<file path="src/rtl/yousei_disp_pkg.sv">
// Shared display definitions: segment bit order, hex glyph patterns and the
// nibble-to-segment decode used by every display path.
package yousei_disp_pkg;

    localparam int SEG_BIT_A = 0;
    localparam int SEG_BIT_G = 6;
    localparam int SEG_W     = SEG_BIT_G - SEG_BIT_A + 1;

    // Active-high patterns, bit order gfedcba
    localparam logic [SEG_W-1:0] SEG_0   = 7'h3F;
    localparam logic [SEG_W-1:0] SEG_1   = 7'h06;
    localparam logic [SEG_W-1:0] SEG_2   = 7'h5B;
    localparam logic [SEG_W-1:0] SEG_3   = 7'h4F;
    localparam logic [SEG_W-1:0] SEG_4   = 7'h66;
    localparam logic [SEG_W-1:0] SEG_5   = 7'h6D;
    localparam logic [SEG_W-1:0] SEG_6   = 7'h7D;
    localparam logic [SEG_W-1:0] SEG_7   = 7'h07;
    localparam logic [SEG_W-1:0] SEG_8   = 7'h7F;
    localparam logic [SEG_W-1:0] SEG_9   = 7'h6F;
    localparam logic [SEG_W-1:0] SEG_A   = 7'h77;
    localparam logic [SEG_W-1:0] SEG_B   = 7'h7C;
    localparam logic [SEG_W-1:0] SEG_C   = 7'h39;
    localparam logic [SEG_W-1:0] SEG_D   = 7'h5E;
    localparam logic [SEG_W-1:0] SEG_E   = 7'h79;
    localparam logic [SEG_W-1:0] SEG_F   = 7'h71;
    localparam logic [SEG_W-1:0] SEG_OFF = 7'h00;

    function automatic logic [SEG_W-1:0] hex_to_seg(input logic [3:0] nib);
        case (nib)
            4'h0: hex_to_seg = SEG_0;
            4'h1: hex_to_seg = SEG_1;
            4'h2: hex_to_seg = SEG_2;
            4'h3: hex_to_seg = SEG_3;
            4'h4: hex_to_seg = SEG_4;
            4'h5: hex_to_seg = SEG_5;
            4'h6: hex_to_seg = SEG_6;
            4'h7: hex_to_seg = SEG_7;
            4'h8: hex_to_seg = SEG_8;
            4'h9: hex_to_seg = SEG_9;
            4'hA: hex_to_seg = SEG_A;
            4'hB: hex_to_seg = SEG_B;
            4'hC: hex_to_seg = SEG_C;
            4'hD: hex_to_seg = SEG_D;
            4'hE: hex_to_seg = SEG_E;
            default: hex_to_seg = SEG_F;
        endcase
    endfunction

endpackage

</file>
<file path="src/rtl/hex_to_7seg.sv">
// Combinational nibble -> active-high gfedcba segment pattern.
// Zero latency, no flow control; shared by any path that renders a hex digit.
module hex_to_7seg
    import yousei_disp_pkg::*;
(
    input  logic [3:0]       in_nib,
    output logic [SEG_W-1:0] out_seg
);

    assign out_seg = hex_to_seg(in_nib);

endmodule

</file>
<file path="src/rtl/seven_seg_scanner.sv">
// Multiplexed common-anode hex display driver with anode-off guard per dwell,
// frame-aligned double-buffered loads and optional leading-zero blanking.
module seven_seg_scanner
    import yousei_disp_pkg::*;
#(
    parameter int NUM_DIGITS   = 4,
    parameter int REFRESH_BITS = 16,
    parameter int GUARD_CYCLES = 64,
    parameter bit SEG_ACT_LOW  = 1'b1,
    parameter bit AN_ACT_LOW   = 1'b1
) (
    input  logic                    iclk,
    input  logic                    irst,
    input  logic [4*NUM_DIGITS-1:0] in_value,
    input  logic [NUM_DIGITS-1:0]   in_dp,
    input  logic                    in_load,
    input  logic                    in_lz_blank,
    output logic [6:0]              out_seg,
    output logic                    out_dp,
    output logic [NUM_DIGITS-1:0]   out_an,
    output logic                    out_frame
);

    localparam int                      IDX_W    = (NUM_DIGITS > 1) ? $clog2(NUM_DIGITS) : 1;
    localparam logic [IDX_W-1:0]        LAST_IDX = IDX_W'(NUM_DIGITS - 1);
    localparam logic [REFRESH_BITS-1:0] GUARD    = REFRESH_BITS'(GUARD_CYCLES);
    localparam logic [6:0]              SEG_INV  = SEG_ACT_LOW ? 7'h7F : 7'h00;
    localparam logic                    DP_INV   = SEG_ACT_LOW;
    localparam logic [NUM_DIGITS-1:0]   AN_INV   = AN_ACT_LOW ? {NUM_DIGITS{1'b1}} : {NUM_DIGITS{1'b0}};

    logic [REFRESH_BITS-1:0] dwell_q, dwell_d;
    logic [IDX_W-1:0]        digit_q, digit_d;
    logic [4*NUM_DIGITS-1:0] disp_val_q, disp_val_d, pend_val_q, pend_val_d;
    logic [NUM_DIGITS-1:0]   disp_dp_q, disp_dp_d, pend_dp_q, pend_dp_d;
    logic                    pend_vld_q, pend_vld_d;
    logic [6:0]              seg_q, seg_d;
    logic                    dp_q, dp_d;
    logic [NUM_DIGITS-1:0]   an_q, an_d;
    logic                    frame_q, frame_d;

    logic                    dwell_wrap;
    logic                    at_boundary;
    logic [3:0]              cur_nib;
    logic [6:0]              dec_seg;
    logic [NUM_DIGITS-1:0]   lz_chain;
    logic                    lz_run;
    logic                    blank;

    hex_to_7seg u_dec (
        .in_nib  (cur_nib),
        .out_seg (dec_seg)
    );

    always_comb begin
        dwell_wrap  = (dwell_q == {REFRESH_BITS{1'b1}});
        at_boundary = dwell_wrap && (digit_q == LAST_IDX);
        dwell_d     = dwell_q + 1'b1;
        digit_d     = digit_q;
        if (dwell_wrap) begin
            digit_d = (digit_q == LAST_IDX) ? '0 : digit_q + 1'b1;
        end
        // Look one state ahead so the registered pulse lands on the boundary cycle itself
        frame_d = (dwell_d == {REFRESH_BITS{1'b1}}) && (digit_d == LAST_IDX);
    end

    always_comb begin
        disp_val_d = disp_val_q;
        disp_dp_d  = disp_dp_q;
        pend_val_d = pend_val_q;
        pend_dp_d  = pend_dp_q;
        pend_vld_d = pend_vld_q;
        if (at_boundary && in_load) begin
            disp_val_d = in_value;
            disp_dp_d  = in_dp;
            pend_vld_d = 1'b0;
        end else if (at_boundary && pend_vld_q) begin
            disp_val_d = pend_val_q;
            disp_dp_d  = pend_dp_q;
            pend_vld_d = 1'b0;
        end else if (in_load) begin
            pend_val_d = in_value;
            pend_dp_d  = in_dp;
            pend_vld_d = 1'b1;
        end
    end

    always_comb begin
        cur_nib  = disp_val_q[{digit_q, 2'b00} +: 4];
        lz_run   = 1'b1;
        lz_chain = '0;
        // lz_chain[i]: every nibble from the top down to i is zero
        for (int i = NUM_DIGITS - 1; i >= 0; i--) begin
            lz_run      = lz_run && (disp_val_q[4*i +: 4] == 4'h0);
            lz_chain[i] = lz_run;
        end
        blank = in_lz_blank && (digit_q != '0) && lz_chain[digit_q];

        an_d  = AN_INV;
        seg_d = SEG_OFF ^ SEG_INV;
        dp_d  = DP_INV;
        if (dwell_q >= GUARD) begin
            an_d  = AN_INV ^ (NUM_DIGITS'(1) << digit_q);
            seg_d = (blank ? SEG_OFF : dec_seg) ^ SEG_INV;
            dp_d  = disp_dp_q[digit_q] ^ DP_INV;
        end
    end

    always_ff @(posedge iclk) begin
        if (irst) begin
            dwell_q    <= '0;
            digit_q    <= '0;
            disp_val_q <= '0;
            disp_dp_q  <= '0;
            pend_val_q <= '0;
            pend_dp_q  <= '0;
            pend_vld_q <= 1'b0;
            seg_q      <= SEG_OFF ^ SEG_INV;
            dp_q       <= DP_INV;
            an_q       <= AN_INV;
            frame_q    <= 1'b0;
        end else begin
            dwell_q    <= dwell_d;
            digit_q    <= digit_d;
            disp_val_q <= disp_val_d;
            disp_dp_q  <= disp_dp_d;
            pend_val_q <= pend_val_d;
            pend_dp_q  <= pend_dp_d;
            pend_vld_q <= pend_vld_d;
            seg_q      <= seg_d;
            dp_q       <= dp_d;
            an_q       <= an_d;
            frame_q    <= frame_d;
        end
    end

    assign out_seg   = seg_q;
    assign out_dp    = dp_q;
    assign out_an    = an_q;
    assign out_frame = frame_q;

endmodule

</file>
<file path="config.mk">
export PLATFORM = sky130hd
export DESIGN_NAME = seven_seg_scanner
export DESIGN_NICKNAME = d
export VERILOG_FILES = /design/src/rtl/yousei_disp_pkg.sv /design/src/rtl/hex_to_7seg.sv /design/src/rtl/seven_seg_scanner.sv
export SDC_FILE = /design/constraint.sdc
export NUM_CORES = 1
export LEC_CHECK = 0
export CAP_MARGIN = 20
export CORE_MARGIN = 2
export CORE_UTILIZATION = 40
export DETAILED_ROUTE_END_ITERATION = 8
export PLACE_DENSITY_LB_ADDON = 0.1
export SYNTH_ARGS = -nofsm -noshare
export SYNTH_HDL_FRONTEND = slang
export SYNTH_SLANG_ARGS = --single-unit
</file>
<file path="constraint.sdc">
create_clock -name iclk -period 3.73 [get_ports iclk]
set_input_delay 0.5595 -clock iclk [delete_from_list [all_inputs] [get_ports iclk]]
set_output_delay 0.5595 -clock iclk [all_outputs]
set_load 0.01 [all_outputs]
</file>
==> run summary <==
status: finished, final reports clean
Routed WL per cell: 14.8 um
Initial Util: 41.6%
Register Area: 0.00144 sq mm
Crit Path Category: flop to flop
GP Congestion: 0.808
Non-Filler Instances: 492
# diodes: 0
Mapped Cells: 356
final setup fails: 0
Clk pin slew, worst setup/hold paths: 80 ps
clk_skew: 7.16 ps
fin crit period: 2450 ps
relative slew slack: 55.9%
fin crit share: 65.8%
# DRC: 0
Yosys Warn Count: 0
Adder-Cell Fraction of Synth Area: 4.71%
Final Util: 48.7%
max frequency: 0.408 GHz
vias in the first global route: 2502
Leak Pwr: 0.00143 uW
worst vdd ir: 0.231 mV
Worst Setup End Kind: flop
Post-CTS Hold Buffers: 0
chip height: 96.9 um
Filler Cells Inserted: 787
dpl cells: 476
row count: 33
I/O Buffers: 36
peak per-stage delay on the critical path: 440 ps
total negative slack: 0 ps
Final Max Slew Viols: 0
Hold Crit Class: flop to flop
RSZ-0062 raised after global routing: no
I/O pins: 37
largest family of logic cells by synthesized area: simple AND/OR/NAND/NOR gates
area of the multi-input gates: 0.00175 sq mm
setup bufs post-CTS: 0
CP startpoint kind: flop
Die Area: 0.00939 sq mm
MaxCap Viol Count: 0
clock root buffer: clkbuf_8
hpwl dp: 5.05 mm
initial antenna violation count: 0
Clock Sinks: 72
worst path cell trace: ha_1 > nand3_4 > nor4_4 > a21o_1 > buf_4 > mux2i_1 > nor2_1
Nets: 419
Post-Syn Area: 0.00345 sq mm
first-pass GRT wire length: 12.4 mm
critical path arrival: 2660 ps
Worst Hold Margin: 467 ps
sequential share of the synthesized area: 41.8%
Worst-Skew Late Latency: 340 ps
cts repair resizes: 0
Crit-path slowest cell: nor4_4
Simple-Gate Fraction of Synth Area: 16.7%
DR pass1 iterations: 4
routed vias/inst: 5.22
Worst Max-Slew Pin Slew: 661 ps
CTS tree: yes
largest net degree at the start of global routing: 60
final WL: 7.30 mm
CTS Buf Count: 9
power density over the cells: 391 mW/mm^2
layout cells sized above 1: 12.1%
Clock Path Buffers: 2
Cell variety after synth: 47
mux cell area share after synthesis: 10.6%
Final Hold Viols: 0
number of synthesized flops with an enable pin: 0
CTS H-tree depth: 3
Seq cells post-synth: 72
total power: 1580 uW
layout overhead on the synthesized area: 17.2%
Die Wd: 96.9 um
Synth Area in XOR/XNOR: 3.30%
Detailed Route Iter0 Violations: 88
total number of vias: 2567
Synth Flop Type: dfxtp_1
critical path peak fanout: 15
Routed Antenna Nets: 0
Total GRT Usage: 16.0%
Synth Area in Compound Gates: 15.4%
CORE AREA: 0.00830 sq mm
Synth async-reset ratio: 0%
grt ovf: 0
Syn Area/Cell: 9.70 sq um
Post-Syn Nets: 393
Worst EP required: 3940 ps
[worst max-delay path, delay by kind of cell (launching register included)]
family	cells	cell delay, ps
buf+inv	1	340
simple gates	3	670
fa+ha+maj	1	290
compound gates	1	360
mux	1	230
flops	1	430
[layout make-up]
| class | instances | share of cell area (%) |
|---|---|---|
| clock buffers | 9 | 3.06 |
| clock inverters | 7 | 2.38 |
| inverters | 33 | 3.06 |
| multi-input cells | 227 | 43.3 |
| flip-flops and latches | 72 | 35.6 |
| well taps | 105 | 3.25 |
| repair buffers | 39 | 9.34 |
[through the flow]
| step | worst slack, ps | area, sq um |
|---|---|---|
| 5_1_grt | 1090 | 4050 |
| 4_1_cts | 1210 | 4050 |
| 3_3_place_gp | 939 | 3820 |
| 3_5_place_dp | 887 | 3820 |
| 2_1_floorplan | 1680 | 3450 |
| 6_report | 1280 | 4050 |
[synth_stat cells, types with 2 or more instances]
library cell	instances	area share [%]
buf_6	3	0.98
o221ai_1	4	1.0
xnor2_1	10	2.5
o211ai_1	2	0.43
buf_2	4	0.58
o22ai_1	18	3.3
ha_1	13	4.7
a31oi_1	3	0.54
mux2i_1	23	6.7
nor3_1	6	0.87
mux4_2	6	3.9
o21ai_0	4	0.58
nor2b_1	3	0.54
xor2_1	3	0.76
inv_1	33	3.6
nand2b_1	5	0.91
o221a_2	2	0.65
nor4b_1	2	0.51
nor2_1	47	5.1
nand3b_1	2	0.43
nand2_1	14	1.5
a221oi_2	9	3.9
nand3_1	7	1.0
clkbuf_1	11	1.2
nand4_1	2	0.36
nor4_2	2	0.72
nor4_1	7	1.3
a221oi_1	9	2.3
buf_4	5	1.1
a21oi_1	7	1.0
dfxtp_1	72	42
and3_1	3	0.54
[path summary, 6_finish.rpt]
path	from	endpoint	slack, ps	cells after the start
worst max-delay path	dwell_q[1]	pend_val_q[11]	1280	7
worst min register to register	disp_dp_q[3]	disp_dp_q[3]	470	2
worst min-delay path	disp_dp_q[3]	disp_dp_q[3]	470	2
worst max register to register	dwell_q[1]	pend_val_q[11]	1280	7
[cell families (layout without fill, tap and decap cells)]
kind of cell	count (synthesis)	count (layout)
adder cells (fa/ha/maj)	13	13
AO/OA/AOI/OAI	64	64
AND/OR/NAND/NOR	108	108
multiplexers	29	29
flip-flops	72	72
buffers and inverters	57	88
XOR/XNOR	13	13
[layout by cell type (no fill, tap or decap), types with 7 or more instances in the layout]
master and count:
dfxtp_1 72, nor2_1 47, clkdlybuf4s50_1 35, inv_1 33, mux2i_1 23, o22ai_1 18, nand2_1 14, ha_1 13
xnor2_1 10, a221oi_1 9, a221oi_2 9, clkbuf_8 9, nand3_1 7, a21oi_1 7, nor4_1 7
[where the power goes]
part           switching (uW)  internal, uW  total [uW]
Clock                     311           376         688
Combinational            50.1          48.9        99.0
Sequential               12.4           784         797
[routing by layer]
metal  vias up  part of all wire, %  global-route usage, %
li1       1316                    -                      -
met5         -                    0                      0
met2        42                   44                   23.9
met3         8                  2.9                   3.03
met4         0                  1.3                   5.53
met1      1201                   51                   23.1
[state kept, by name, summed over array words and instances, names as in the netlist]
name        flops
disp_dp_q       4
digit_q         2
out_frame       1
pend_dp_q       4
out_an          4
dwell_q        16
out_seg         7
pend_vld_q      1
out_dp          1
disp_val_q     16
pend_val_q     16
No activity file was read; power rests on OpenSTA's default activity.
